## src/rtl/shop_arbiter.sv

```systemverilog
// Round-robin arbiter/sequencer sharing one shop purchase datapath among N_REQ players.
// One transaction runs IDLE->ISSUE->WAIT->DONE; result returned as a one-cycle done pulse.
module shop_arbiter #(
  parameter int N_REQ = 2,
  parameter int CNT_W = 16,
  localparam int IW = (N_REQ > 1) ? $clog2(N_REQ) : 1
) (
  input  logic               clk,
  input  logic               rst,
  input  logic [N_REQ-1:0]    req,
  input  logic [3*N_REQ-1:0]  req_action,
  input  logic [10*N_REQ-1:0] req_credit,
  output logic               busy,
  output logic               done_valid,
  output logic [IW-1:0]      done_id,
  output logic [1:0]         done_status,
  output logic [9:0]         done_credit,
  output logic [4:0]         done_grant,
  output logic               shop_buy_valid,
  output logic [2:0]         shop_action,
  output logic [9:0]         shop_credit,
  input  logic               shop_success,
  input  logic               shop_err_invalid,
  input  logic               shop_err_credit,
  input  logic               shop_err_oos,
  input  logic [9:0]         shop_credit_out,
  input  logic [4:0]         shop_grant,
  output logic [CNT_W-1:0]   txn_count,
  output logic [CNT_W-1:0]   success_count
);

  typedef enum logic [1:0] {IDLE, ISSUE, WAIT, DONE} state_e;

  localparam logic [1:0] ST_OK  = 2'd0;
  localparam logic [1:0] ST_INV = 2'd1;
  localparam logic [1:0] ST_CR  = 2'd2;
  localparam logic [1:0] ST_OOS = 2'd3;

  state_e            state_q, state_d;
  logic [IW-1:0]     rr_q, id_q, pick_id, done_id_q;
  logic              pick_vld;
  logic [2:0]        act_q;
  logic [9:0]        cred_q, done_credit_q;
  logic [1:0]        status_q, status_d, done_status_q;
  logic [4:0]        done_grant_q;
  logic [CNT_W-1:0]  txn_q, succ_q;
  int                idx;

  // Search starts at rr_q and wraps; first asserted request wins.
  always_comb begin
    pick_vld = 1'b0;
    pick_id  = '0;
    idx      = 0;
    for (int k = 0; k < N_REQ; k++) begin
      idx = int'(rr_q) + k;
      if (idx >= N_REQ) idx = idx - N_REQ;
      if (!pick_vld && req[idx]) begin
        pick_vld = 1'b1;
        pick_id  = IW'(idx);
      end
    end
  end

  // No flag at all is treated as an invalid action.
  always_comb begin
    if (shop_success)          status_d = ST_OK;
    else if (shop_err_invalid) status_d = ST_INV;
    else if (shop_err_credit)  status_d = ST_CR;
    else if (shop_err_oos)     status_d = ST_OOS;
    else                       status_d = ST_INV;
  end

  always_comb begin
    state_d = state_q;
    case (state_q)
      IDLE:    if (pick_vld) state_d = ISSUE;
      ISSUE:   state_d = WAIT;
      WAIT:    state_d = DONE;
      DONE:    state_d = IDLE;
      default: state_d = IDLE;
    endcase
  end

  always_ff @(posedge clk or posedge rst) begin
    if (rst) state_q <= IDLE;
    else     state_q <= state_d;
  end

  always_ff @(posedge clk or posedge rst) begin
    if (rst) begin
      rr_q          <= '0;
      id_q          <= '0;
      act_q         <= '0;
      cred_q        <= '0;
      status_q      <= '0;
      done_id_q     <= '0;
      done_status_q <= '0;
      done_credit_q <= '0;
      done_grant_q  <= '0;
      txn_q         <= '0;
      succ_q        <= '0;
    end else begin
      case (state_q)
        IDLE: if (pick_vld) begin
          id_q   <= pick_id;
          act_q  <= req_action[3*int'(pick_id) +: 3];
          cred_q <= req_credit[10*int'(pick_id) +: 10];
        end
        ISSUE: status_q <= status_d;
        // Shop credit/grant are registered on its side, so they are valid here.
        WAIT: begin
          done_id_q     <= id_q;
          done_status_q <= status_q;
          done_credit_q <= shop_credit_out;
          done_grant_q  <= shop_grant;
        end
        DONE: begin
          txn_q <= txn_q + 1'b1;
          if (done_status_q == ST_OK) succ_q <= succ_q + 1'b1;
          rr_q  <= (int'(id_q) == N_REQ-1) ? '0 : id_q + 1'b1;
        end
        default: ;
      endcase
    end
  end

  assign busy           = (state_q != IDLE);
  assign done_valid     = (state_q == DONE);
  assign done_id        = done_id_q;
  assign done_status    = done_status_q;
  assign done_credit    = done_credit_q;
  assign done_grant     = done_grant_q;
  assign shop_buy_valid = (state_q == ISSUE);
  assign shop_action    = act_q;
  assign shop_credit    = cred_q;
  assign txn_count      = txn_q;
  assign success_count  = succ_q;

endmodule

```

## config.mk

```make
export PLATFORM = sky130hd
export DESIGN_NAME = shop_arbiter
export DESIGN_NICKNAME = d
export VERILOG_FILES = /design/src/rtl/shop_arbiter.sv
export SDC_FILE = /design/constraint.sdc
export NUM_CORES = 1
export LEC_CHECK = 0
export CORE_MARGIN = 2
export CORE_UTILIZATION = 44
export DETAILED_ROUTE_END_ITERATION = 16
export PLACE_DENSITY = 0.84
export SYNTH_ARGS = -nofsm -noshare
export SYNTH_HDL_FRONTEND = slang
export SYNTH_SLANG_ARGS = --single-unit
export TNS_END_PERCENT = 100
```

## constraint.sdc

```tcl
create_clock -name clk -period 3.3 [get_ports clk]
set_input_delay 0.99 -clock clk [delete_from_list [all_inputs] [get_ports clk]]
set_output_delay 0.99 -clock clk [all_outputs]
set_load 0.01 [all_outputs]
```

==> results.yml <==
timing:
  setup_violations: 0
  hold_viol_final: 0
  clock_skew_ps: 8.71
  min_period_ps: 2790
  drv_slew: 0
  worst_slew_pin_slew_ps: 917
  fin_crit_sh_pct: 84.5
  max_freq_mhz: 359
  rsz0062_at_grt: "false"
  maxSlewHeadroom_pct: 38.8
  fin_setup_tns_ps: 0
synthesis:
  synth_edf_count: 0
  synth_common_cells: "dfrtp_1 (69), nand2_1 (26), mux2_2 (22)"
  ys_types: 31
  yosysTopAreaCellShare_pct: 57.8
  ys_seq_area_share_pct: 57.8
  syn_avg_cell_area_sq_um: 12.2
  synth-seq-cells: 69
  synth_ff_type: "dfrtp_1"
  syn-cell-area_sq_mm: 0.00299
  syn_nets: 300
  synth_area_leader_cell: "dfrtp_1"
  yosysMostFrequentCell: "dfrtp_1"
  async_reset_ff_share_pct: 100
  ys_top_cells_by_area: "dfrtp_1 (58%), mux2_2 (8.3%), xnor2_1 (6.2%)"
  synth_warnings: 0
  syn_inst: 245
setup_path:
  ff2ff_path_depth: 5
  crit_fanout: 10
  cp.required_ps: 2310
  reg2reg_to: "success_count[15]$_DFFE_PP0P_"
  r2r_slack_ps: 1300
  r2r_start: "state_q[0]$_DFFE_PP0P_"
  crit_path_start_kind: "flip-flop"
  setup.worst_path.class: "reg -> out"
  cp.arrival_ps: 1800
  slowest_stage: "clkdlybuf4s50_1"
  path_buf_inv: 1
  end_kind: "primary output"
  crit_chain: "ha_1 > clkdlybuf4s50_1"
  cpLargestDelayFamily: "buffers and inverters"
  cpPeakStageDelay_ps: 630
clock_tree:
  htreeDepth: 3
  numCtsBuffers: 9
  clk_latency_ps: 330
  clk_path_buf_depth: 2
  clkTransAtPathRegs_ps: 70
  cts.sinks: 69
  postCtsHoldBufs: 0
  post-cts-setup-buffer-count: 0
  cts_tree: "built"
  post_cts_resized: 0
  clockRootBuffer: "clkbuf_8"
floorplan:
  core_area_sq_mm: 0.00668
  die_h_um: 86.4
  die_area_sq_mm: 0.00746
  row_count: 30
  io_pins: 115
  die_x_um: 86.4
  start_util_pct: 44.7
global_routing:
  grt.overflow.total: 0
  met2_usage_pct: 29.4
  busiest_layer: "met2"
  grt_max_degree: 32
  track_usage_pct: 18.5
  use_met1_pct: 24.2
  grt_util_met3_pct: 6.67
  grt_pass1_vias: 2260
  grt_pass1_wl_um: 10800
  antenna_found_initial: 0
place:
  dp.final_hpwl_um: 4820
  numPortBuffers: 114
  gp_congestion: 0.805
finish:
  fillers: 503
  drive_above_1_share_pct: 12.6
  nNetsFinal: 423
  utilization_pct: 67.1
  syn_to_final_growth_pct: 50.1
  diodes: 0
power:
  p_leak_uw: 0.00195
  peakVddDrop_mv: 0.545
  power.density_mw_per_mm2: 806
detailed_routing:
  via_per_inst: 4.97
  detail_route.drc_violations: 0
  ant_nets: 0
  routed_wl_um: 6510
  drtIter0Drc: 70
  wl_per_cell_um: 14.4
  routed-via-count: 2252
  firstDrtPassIters: 4
min_path:
  hold_path_depth: 1
  hp-start: "id_q$_DFFE_PP0P_"
  whs_endpoint: "rr_q$_DFFE_PP0P_"
  min_path_type: "reg -> reg"
status:
  outcome: "completed"
job:
  max_cap_viol_count: 0
[placed cells by master, fill, tap and decap left out, drive strengths merged, types with 6 or more instances in the layout]
| master | count |
|---|---|
| clkbuf | 11 |
| clkdlybuf4s50 | 114 |
| dfrtp | 69 |
| ha | 6 |
| inv | 12 |
| mux2 | 22 |
| mux2i | 13 |
| nand2 | 26 |
| nand3 | 6 |
| nand4 | 8 |
| nor2 | 12 |
| nor3 | 6 |
| o21ai | 17 |
| xnor2 | 21 |
| xor2 | 9 |
[where the power goes]
group          switching, uW  leakage [uW]  internal [uW]
sequential               232      0.000878           1140
clock                    317      0.000120            526
combinational            576      0.000953            823
total                   1130       0.00195           2490
[per-stage QoR]
| step | setup WS [ps] | hold WS (ps) | instance area [sq um] | std cells | total power (uW) |
|---|---|---|---|---|---|
| detailed placement | 700 | 459 | 4240 | 437 | 2790 |
| finish | 511 | 473 | 4480 | 453 | 3610 |
| floorplan | 570 | 437 | 2990 | 245 | 2040 |
| global route | 425 | 494 | 4480 | 453 | 3850 |
| global placement | 781 | 460 | 4240 | 437 | 2740 |
| CTS | 498 | 481 | 4480 | 453 | 3660 |
[logic make-up after synthesis]
logic type	count (synthesis)	share of synthesized area, %
AND/OR/NAND/NOR	68	12.2
multiplexers	35	12.7
AO/OA/AOI/OAI	20	3.48
flip-flops	69	57.8
buffers and inverters	17	2.56
XOR/XNOR	30	8.80
adder cells (fa/ha/maj)	6	2.51
[sequential cells by signal (all words and copies together) (netlist names)]
name,flops
done_status,2
state_q,2
shop_action,3
rr_q,1
done_id,1
txn_count,16
id_q,1
shop_credit,10
done_grant,5
success_count,16
done_credit,10
status_q,2
[metal layers]
layer	part of all wire, %	up-vias
li1	-	1083
met4	0.55	0
met3	6.5	4
met2	48	74
met1	45	1091
met5	0	-
[cell type report]
type	instances	area [sq um]	area share, %
sequential	69	1730	38.5
timing repair buffer	118	1180	26.4
tap	80	100	2.23
multi-input combinational	159	1180	26.4
clock inverter	5	106	2.37
inverter	11	41.3	0.921
clock buffer	11	141	3.15
[how the worst max path moves through the flow]
| stage | startpoint | cells past startpoint | slack [ps] | endpoint |
|---|---|---|---|---|
| after global placement | req[0] | 6 | 780 | shop_credit[0]$_DFFE_PP0P_ |
| after floorplan | rst | 1 | 570 | done_credit[0]$_DFFE_PP0N_ |
| after detailed placement | req[0] | 6 | 700 | shop_credit[0]$_DFFE_PP0P_ |
| after global routing | state_q[0]$_DFFE_PP0P_ | 2 | 430 | done_valid |
| after CTS | state_q[0]$_DFFE_PP0P_ | 2 | 500 | done_valid |
| final | state_q[0]$_DFFE_PP0P_ | 2 | 510 | done_valid |
[worst reg2reg max path, cell delays in order (launching register included)]
cell	delay, ps
dfrtp_1	420
ha_1	420
nor3b_4	430
nand4_4	210
nor4_4	300
xor2_1	160
(Power assumes the default switching activity.)
